$ cat src/rtl/pacman_pkg.sv
// Shared definitions for the score display path: converter state encoding
// and active-low seven-segment patterns (bit order gfedcba).
package pacman_pkg;

    typedef enum logic [1:0] {
        ST_IDLE  = 2'd0,
        ST_SHIFT = 2'd1,
        ST_DONE  = 2'd2
    } state_t;

    localparam logic [6:0] SEG_0     = 7'b1000000;
    localparam logic [6:0] SEG_1     = 7'b1111001;
    localparam logic [6:0] SEG_2     = 7'b0100100;
    localparam logic [6:0] SEG_3     = 7'b0110000;
    localparam logic [6:0] SEG_4     = 7'b0011001;
    localparam logic [6:0] SEG_5     = 7'b0010010;
    localparam logic [6:0] SEG_6     = 7'b0000010;
    localparam logic [6:0] SEG_7     = 7'b1111000;
    localparam logic [6:0] SEG_8     = 7'b0000000;
    localparam logic [6:0] SEG_9     = 7'b0010000;
    localparam logic [6:0] SEG_BLANK = 7'b1111111;

endpackage

$ cat src/rtl/hex_decoder.sv
// One BCD digit to an active-low seven-segment pattern; codes above 9 blank the display.
module hex_decoder
    import pacman_pkg::*;
(
    input  logic [3:0] digit_i,
    output logic [6:0] seg_o
);

    always_comb begin
        seg_o = SEG_BLANK;
        case (digit_i)
            4'd0: seg_o = SEG_0;
            4'd1: seg_o = SEG_1;
            4'd2: seg_o = SEG_2;
            4'd3: seg_o = SEG_3;
            4'd4: seg_o = SEG_4;
            4'd5: seg_o = SEG_5;
            4'd6: seg_o = SEG_6;
            4'd7: seg_o = SEG_7;
            4'd8: seg_o = SEG_8;
            4'd9: seg_o = SEG_9;
            default: seg_o = SEG_BLANK;
        endcase
    end

endmodule

$ cat src/rtl/score_bcd_converter.sv
// Serial double-dabble binary-to-BCD converter for the score display, one bit per clock,
// with a registered result driving six seven-segment digits and an overflow flag.
//   state    | meaning
//   ST_IDLE  | waiting for start; score sampled on acceptance
//   ST_SHIFT | one add-3/shift iteration per clock, WIDTH iterations
//   ST_DONE  | bcd just updated; done high for this single cycle
module score_bcd_converter
    import pacman_pkg::*;
#(
    parameter int WIDTH  = 24,
    parameter int DIGITS = 8
) (
    input  logic                  clk,
    input  logic                  reset_n,
    input  logic [WIDTH-1:0]      score,
    input  logic                  start,
    output logic                  busy,
    output logic                  done,
    output logic [4*DIGITS-1:0]   bcd,
    output logic                  overflow,
    output logic [6:0]            hex0,
    output logic [6:0]            hex1,
    output logic [6:0]            hex2,
    output logic [6:0]            hex3,
    output logic [6:0]            hex4,
    output logic [6:0]            hex5
);

    localparam int CNT_W = $clog2(WIDTH + 1);
    localparam int BCD_W = 4 * DIGITS;

    state_t             state_q, state_d;
    logic [WIDTH-1:0]   bin_q, bin_d;
    logic [BCD_W-1:0]   scr_q, scr_d;
    logic [CNT_W-1:0]   cnt_q, cnt_d;
    logic [BCD_W-1:0]   bcd_q, bcd_d;

    logic [BCD_W-1:0]   scr_adj;
    logic [BCD_W-1:0]   scr_sh;
    logic [WIDTH-1:0]   bin_sh;

    // Per-digit add-3 is confined to 4 bits; no carry crosses digit boundaries.
    always_comb begin
        scr_adj = '0;
        for (int i = 0; i < DIGITS; i++) begin
            scr_adj[4*i +: 4] = scr_q[4*i +: 4] + ((scr_q[4*i +: 4] >= 4'd5) ? 4'd3 : 4'd0);
        end
    end

    assign scr_sh = {scr_adj[BCD_W-2:0], bin_q[WIDTH-1]};
    assign bin_sh = {bin_q[WIDTH-2:0], 1'b0};

    always_comb begin
        state_d = state_q;
        bin_d   = bin_q;
        scr_d   = scr_q;
        cnt_d   = cnt_q;
        bcd_d   = bcd_q;
        case (state_q)
            ST_IDLE: begin
                if (start) begin
                    bin_d   = score;
                    scr_d   = '0;
                    cnt_d   = CNT_W'(WIDTH);
                    state_d = ST_SHIFT;
                end
            end
            ST_SHIFT: begin
                bin_d = bin_sh;
                scr_d = scr_sh;
                cnt_d = cnt_q - CNT_W'(1);
                if (cnt_q == CNT_W'(1)) begin
                    bcd_d   = scr_sh;
                    state_d = ST_DONE;
                end
            end
            ST_DONE: begin
                state_d = ST_IDLE;
            end
            default: begin
                state_d = ST_IDLE;
            end
        endcase
    end

    always_ff @(posedge clk or negedge reset_n) begin
        if (!reset_n) begin
            state_q <= ST_IDLE;
            bin_q   <= '0;
            scr_q   <= '0;
            cnt_q   <= '0;
            bcd_q   <= '0;
        end else begin
            state_q <= state_d;
            bin_q   <= bin_d;
            scr_q   <= scr_d;
            cnt_q   <= cnt_d;
            bcd_q   <= bcd_d;
        end
    end

    assign busy = (state_q != ST_IDLE);
    assign done = (state_q == ST_DONE);
    assign bcd  = bcd_q;

    // Display and overflow look only at the committed result, never the scratch.
    generate
        if (DIGITS > 6) begin : g_ovf
            assign overflow = |bcd_q[BCD_W-1:24];
        end else begin : g_no_ovf
            assign overflow = 1'b0;
        end
    endgenerate

    hex_decoder u_hex0 (.digit_i(bcd_q[3:0]),   .seg_o(hex0));
    hex_decoder u_hex1 (.digit_i(bcd_q[7:4]),   .seg_o(hex1));
    hex_decoder u_hex2 (.digit_i(bcd_q[11:8]),  .seg_o(hex2));
    hex_decoder u_hex3 (.digit_i(bcd_q[15:12]), .seg_o(hex3));
    hex_decoder u_hex4 (.digit_i(bcd_q[19:16]), .seg_o(hex4));
    hex_decoder u_hex5 (.digit_i(bcd_q[23:20]), .seg_o(hex5));

endmodule
$ cat config.mk
export PLATFORM = sky130hd
export DESIGN_NAME = score_bcd_converter
export DESIGN_NICKNAME = d
export VERILOG_FILES = /design/src/rtl/pacman_pkg.sv /design/src/rtl/hex_decoder.sv /design/src/rtl/score_bcd_converter.sv
export SDC_FILE = /design/constraint.sdc
export NUM_CORES = 1
export LEC_CHECK = 0
export CAP_MARGIN = 20
export CORE_MARGIN = 4
export CORE_UTILIZATION = 35
export CTS_CLUSTER_DIAMETER = 100
export DETAILED_ROUTE_END_ITERATION = 10
export GPL_TIMING_DRIVEN = 0
export PLACE_DENSITY_LB_ADDON = 0.3
export SYNTH_ARGS = -nofsm -noshare
export SYNTH_HDL_FRONTEND = slang
export SYNTH_SLANG_ARGS = --single-unit
$ cat constraint.sdc
create_clock -name clk -period 1.99 [get_ports clk]
set_input_delay 0.398 -clock clk [delete_from_list [all_inputs] [get_ports clk]]
set_output_delay 0.398 -clock clk [all_outputs]
set_load 0.05 [all_outputs]
; ---- Word level (Yosys, flattened, before mapping)
; Memory sizes are Yosys's and may differ from the RTL's.
; Cells that the tools add are included.
[classes]
mux = 17
n_addsub = 9
div = 0
n_lt_le_gt_ge = 8
shifts = 0
n_eq_ne = 5
n_bitwise = 0
mul = 0
reduce_logical = 7
[op_table]
columns = operator, count
row1 = one-hot mux 32 bit (2 select lines), 1
row2 = one-hot mux 24 bit (2 select lines), 1
row3 = greater-or-equal comparator 4 x 3 -> 1 bit (second input constant), 8
row4 = 2-to-1 mux 32 bit, 1
row5 = adder 4 x 2 -> 4 bit, 7
row6 = 2-to-1 mux 24 bit, 1
row7 = 2-to-1 mux 2 bit, 10
row8 = one-hot mux 5 bit (2 select lines), 1
row9 = OR reduction 8 bit, 1
row10 = AND reduction 2 bit, 3
row11 = equality test 5 x 1 -> 1 bit (second input constant), 1
row12 = 2-to-1 mux 5 bit, 1
row13 = subtractor 5 x 1 -> 5 bit (second input constant), 1
row14 = != test 2 bit (second input constant), 2
row15 = one-hot mux 2 bit (2 select lines), 1
row16 = nonzero test 2 bit, 2
row17 = adder 3 x 2 -> 3 bit, 1
row18 = equality test 2 x 1 -> 1 bit (second input constant), 1
row19 = equality test 2 bit (second input constant), 1
row20 = zero test 2 bit, 1
[totals]
in_bits = 27
latch_bits = 0
wordCells = 57
mem_bits_rw = 0
rom_bits = 672
n_memories = 6
out_inout_bits = 77
reg_bits = 95
[memory_table]
columns = name, words, width, rd, rd_clocked_by_memory_dff, write_ports, line
row1 = (name not given), 16, 7, 1, 0, 0, hex_decoder.sv:11  ; case (digit_i)
row2 = (name not given), 16, 7, 1, 0, 0, hex_decoder.sv:11
row3 = (name not given), 16, 7, 1, 0, 0, hex_decoder.sv:11
row4 = (name not given), 16, 7, 1, 0, 0, hex_decoder.sv:11
row5 = (name not given), 16, 7, 1, 0, 0, hex_decoder.sv:11
row6 = (name not given), 16, 7, 1, 0, 0, hex_decoder.sv:11

; ---- Logic depth before layout (Yosys ltp)
[depth]
depth_word = 4
depth_mapped = 7
mapped_depth_nobuf = 7

; ---- Hierarchy
; A second synthesis with hierarchy kept.
[hier_totals]
cells_unflattened = 639
hier_area_um2 = 6047.0
[by_module_without_submodules]
columns = module, cells_each, seq_area_each_um2, area_each_um2, instances
row1 = score_bcd_converter, 441, 2377.3, 4785.8, 1
row2 = hex_decoder, 33, 0.0, 210.2, 6

; ---- Worst setup path after synthesis
; Ideal clock, no wire load.
[synth_path]
path_kind = register -> output
startpoint = register bcd_q[9] (netlist: bcd[9])
endpoint = output port hex2[4]
setup_slack_ns = -0.723
path_buffers = 0
t_arrival_ns = 2.315
path_stages_with_launch = 6
cell_sequence = dfrtp_1 -> inv_1 -> ha_1 -> nand2_1 -> o21ai_0 -> o21ai_0
[synth_via]
elab_chain_len = 1
[synth_lines]
columns = item, line
row1 = from (decl), score_bcd_converter.sv:36  ; logic [BCD_W-1:0] bcd_q, bcd_d;
row2 = from (signal assigned), score_bcd_converter.sv:92  ; bcd_q <= '0;
row3 = from (signal assigned), score_bcd_converter.sv:98  ; bcd_q <= bcd_d;
row4 = memory (16 x 7 bit), --
row5 = to (decl), score_bcd_converter.sv:23  ; output logic [6:0] hex2,
; Every way passes these cells.

; ---- Worst setup path after layout
[layout_path]
startpoint = register bcd_q[16] (netlist: bcd[16])
endpoint = output port hex4[3]
[layout_via]
elab_chain_len = 1
[layout_lines]
columns = item, line
row1 = memory (16 x 7 bit), --
row2 = to (decl), score_bcd_converter.sv:25  ; output logic [6:0] hex4,
; Every way passes these cells.

==> flow_metrics.env <==
export IMPL_worstSetupEndpointType="output pin"
export IMPL_place_area_mm2=0.00748
export IMPL_nNetsFinal=860
export IMPL_worstPathRequired_ps=1590
export IMPL_ant_nets=0
export IMPL_wl_met1_mm=6.69
export IMPL_grt_overflow=0
export IMPL_drcViolationCount=0
export IMPL_crit_family="flip-flops"
export IMPL_mappedNetlistArea_mm2=0.00592
export IMPL_gp_congestion=0.817
export IMPL_vias_per_cell=5.11
export IMPL_dp_hpwl_mm=10.8
export IMPL_core_mm2=0.0166
export IMPL_hold_violations=0
export IMPL_cts_root_buf="clkbuf_16"
export IMPL_path_cells="ha_2 -> or2_4 -> a21oi_4 -> a31oi_2 -> buf_6"
export IMPL_die_x_um=138
export IMPL_slew_headroom_pct=56.6
export IMPL_port_buffers=103
export IMPL_finalSetupViolCount=1
export IMPL_cp_arrival_ps=1610
export IMPL_cts_sinks=95
export IMPL_fin_util_pct=50.2
export IMPL_synth_edf_count=0
export IMPL_synth_ff_type="dfrtp_1"
export IMPL_yosysSeqAreaShare_pct=40.2
export IMPL_outcome="finished with violations"
export IMPL_placementRows=47
export IMPL_period_needed_ps=2010
export IMPL_critPathSlowestCell="dfrtp_2"
export IMPL_final_area_mm2=0.00833
export IMPL_yosysWarnings=0
export IMPL_clockBufferDepth=2
export IMPL_yosysUniqueCellTypes=37
export IMPL_wl_met2_mm=7.94
export IMPL_diodes=0
export IMPL_violations="setup timing"
export IMPL_max_freq_ghz=0.499
export IMPL_synth_cells=628
export IMPL_drt_iter0_markers=236
export IMPL_dieArea_mm2=0.0191
export IMPL_fp_dieH_um=138
export IMPL_ios=104
export IMPL_dr_pass1_iters=4
export IMPL_antenna_found_initial=0
export IMPL_setup_ws_ps=-15.1
export IMPL_grt_pass1_wl_mm=26.1
export IMPL_fillerInstances=1544
export IMPL_cts_tree="yes"
export IMPL_crit_type="reg -> out"
export IMPL_period_share_pct=101
export IMPL_avgSynthCellArea_um2=9.42
export IMPL_syn_nets=710
export IMPL_first_global_vias=5391
export IMPL_via_count=5124
export IMPL_clk_latency_ps=340
export IMPL_slew_violations=0
export IMPL_gr_usage_all_layers_pct=16.0
export IMPL_finalClockSkew_ps=6.08
export IMPL_start_util_pct=35.7
export IMPL_h_tree_depth=3
export IMPL_synth_seq_cells=95
export IMPL_slowest_delay_ps=430
export IMPL_tightest_slew_ps=651
export IMPL_worstPathMaxFanout=4
export IMPL_hold_path_class="in -> async"
export IMPL_crit_path_start_kind="register"
export IMPL_routedWlPerCell_um=15.4
export IMPL_cts_buffers=9
export IMPL_async_flop_share_pct=100
export IMPL_grt_max_degree=60
export IMPL_max_cap_viol_count=0
export IMPL_highest_layer="met4"
export IMPL_ctsHoldBuffers=0
export IMPL_cp_num_buf_inv=1
export IMPL_totalWireLength_mm=15.5
export IMPL_path_clk_slew_ps=70
export IMPL_wl_met3_um=631
export IMPL_final_layout_size_suffix_gt1_share_pct=35.0
export IMPL_rsz0062_at_grt="true"
export IMPL_area_growth_pct=40.8
[worst register-to-register path: stages, from the launching register on]
cell,delay [ps]
dfrtp_1,460
o21ai_0,120
nand2b_1,140
ha_1,200
inv_1,60
fa_1,390
xnor2_1,170
mux2_4,280
[cells by family (layout without fill, tap and decap cells)]
kind of cell / Yosys count / count (layout) / share of synthesized area (%)
flip-flops: 95 / 95 / 40.2
AO/OA/AOI/OAI: 204 / 204 / 20.7
XOR/XNOR: 8 / 8 / 1.18
AND/OR/NAND/NOR: 157 / 157 / 14.0
multiplexers: 27 / 27 / 5.71
buffers and inverters: 82 / 237 / 5.58
adder cells (fa/ha/maj): 55 / 55 / 12.6
[state kept, by name, summed over array words and instances (netlist names)]
name / flops
cnt_q: 5
bin_q: 24
state_q: 2
scr_q: 32
bcd: 32
[Yosys cell counts (9+ instances only)]
cell type / count / area share [%]
ha_1: 47 / 9.9
clkbuf_1: 24 / 1.5
a22oi_1: 25 / 3.2
inv_1: 49 / 3.1
nand2b_1: 33 / 3.5
o21ai_0: 75 / 6.3
a31oi_1: 12 / 1.3
a21oi_1: 55 / 4.7
nand2_1: 35 / 2.2
a22o_1: 19 / 2.8
mux2_4: 12 / 3.0
nor2b_1: 33 / 3.5
mux2i_1: 9 / 1.5
dfrtp_1: 95 / 40
nor2_1: 32 / 2.0
[through the flow]
step / TNS, ps / setup WS [ps] / hold slack, ps / std cells
5_1_grt: -470 / -61.0 / 51.7 / 1003
4_1_cts: -19.0 / -11.9 / 41.5 / 994
3_3_place_gp: -318520 / -3380 / 487 / 951
6_report: -15.1 / -15.1 / 20.1 / 1003
2_1_floorplan: -522 / -146 / 102 / 628
3_5_place_dp: -29790 / -559 / 401 / 952
[final cells by class]
type                    count  area (µm²)  area share, %
multi-input cells         451        3690           44.3
inverters                  49         194           2.33
flip-flops and latches     95        2410           28.9
clock buffers              13         250           3.00
repair buffers            139        1290           15.5
well taps                 220         275           3.30
clock inverters             3        20.0          0.240
plain buffers              33         196           2.36
[path summary, 6_finish.rpt]
kind                             end      start  slack, ps  cells after the start
setup / recovery             hex4[3]    bcd[16]        -20                      5
hold / removal             bin_q[15]    reset_n         20                      1
setup reg to reg             bcd[19]  scr_q[18]         50                      7
hold reg to reg             bin_q[0]   bin_q[0]        500                      1
max in group asynchronous   scr_q[9]    reset_n       1290                      2
min in group clk            bin_q[0]   bin_q[0]        500                      1
[cell usage in the layout, fill, tap and decap left out, drive strengths merged, types with 2 or more instances in the layout]
master         count
a22o              19
dlymetal6s2s      10
clkbuf            36
a21o               7
clkdlybuf4s50     33
or2                7
dfrtp             95
mux2              18
a31oi             12
inv               49
ha                47
a22oi             25
nor2              32
nand2             36
dlygate4sd2       14
a32oi              7
nand2b            33
nor4               3
xnor2              7
a21oi             55
nor2b             33
mux2i              9
o21ai             75
buf               92
fa                 8
clkinvlp           2
nand3              8
[layer usage]
| layer | vias to the layer above | GRT usage, % |
|---|---|---|
| met4 | 0 | 3.38 |
| met3 | 18 | 3.83 |
| li1 | 2496 | - |
| met5 | - | 0 |
| met1 | 2485 | 19.5 |
| met2 | 125 | 28.6 |
[what timing repair did]
item / 4_1_cts / 5_1_grt
setup endpoints to repair: 78 / 91
gates cloned: 0 / 0
gates resized for setup: 332 / 135
buffers inserted: 26 / 9
pin swaps: 8 / 18
Power is not shown: default switching activity piles up to over one toggle a cycle in this logic, so the estimate is an artifact.
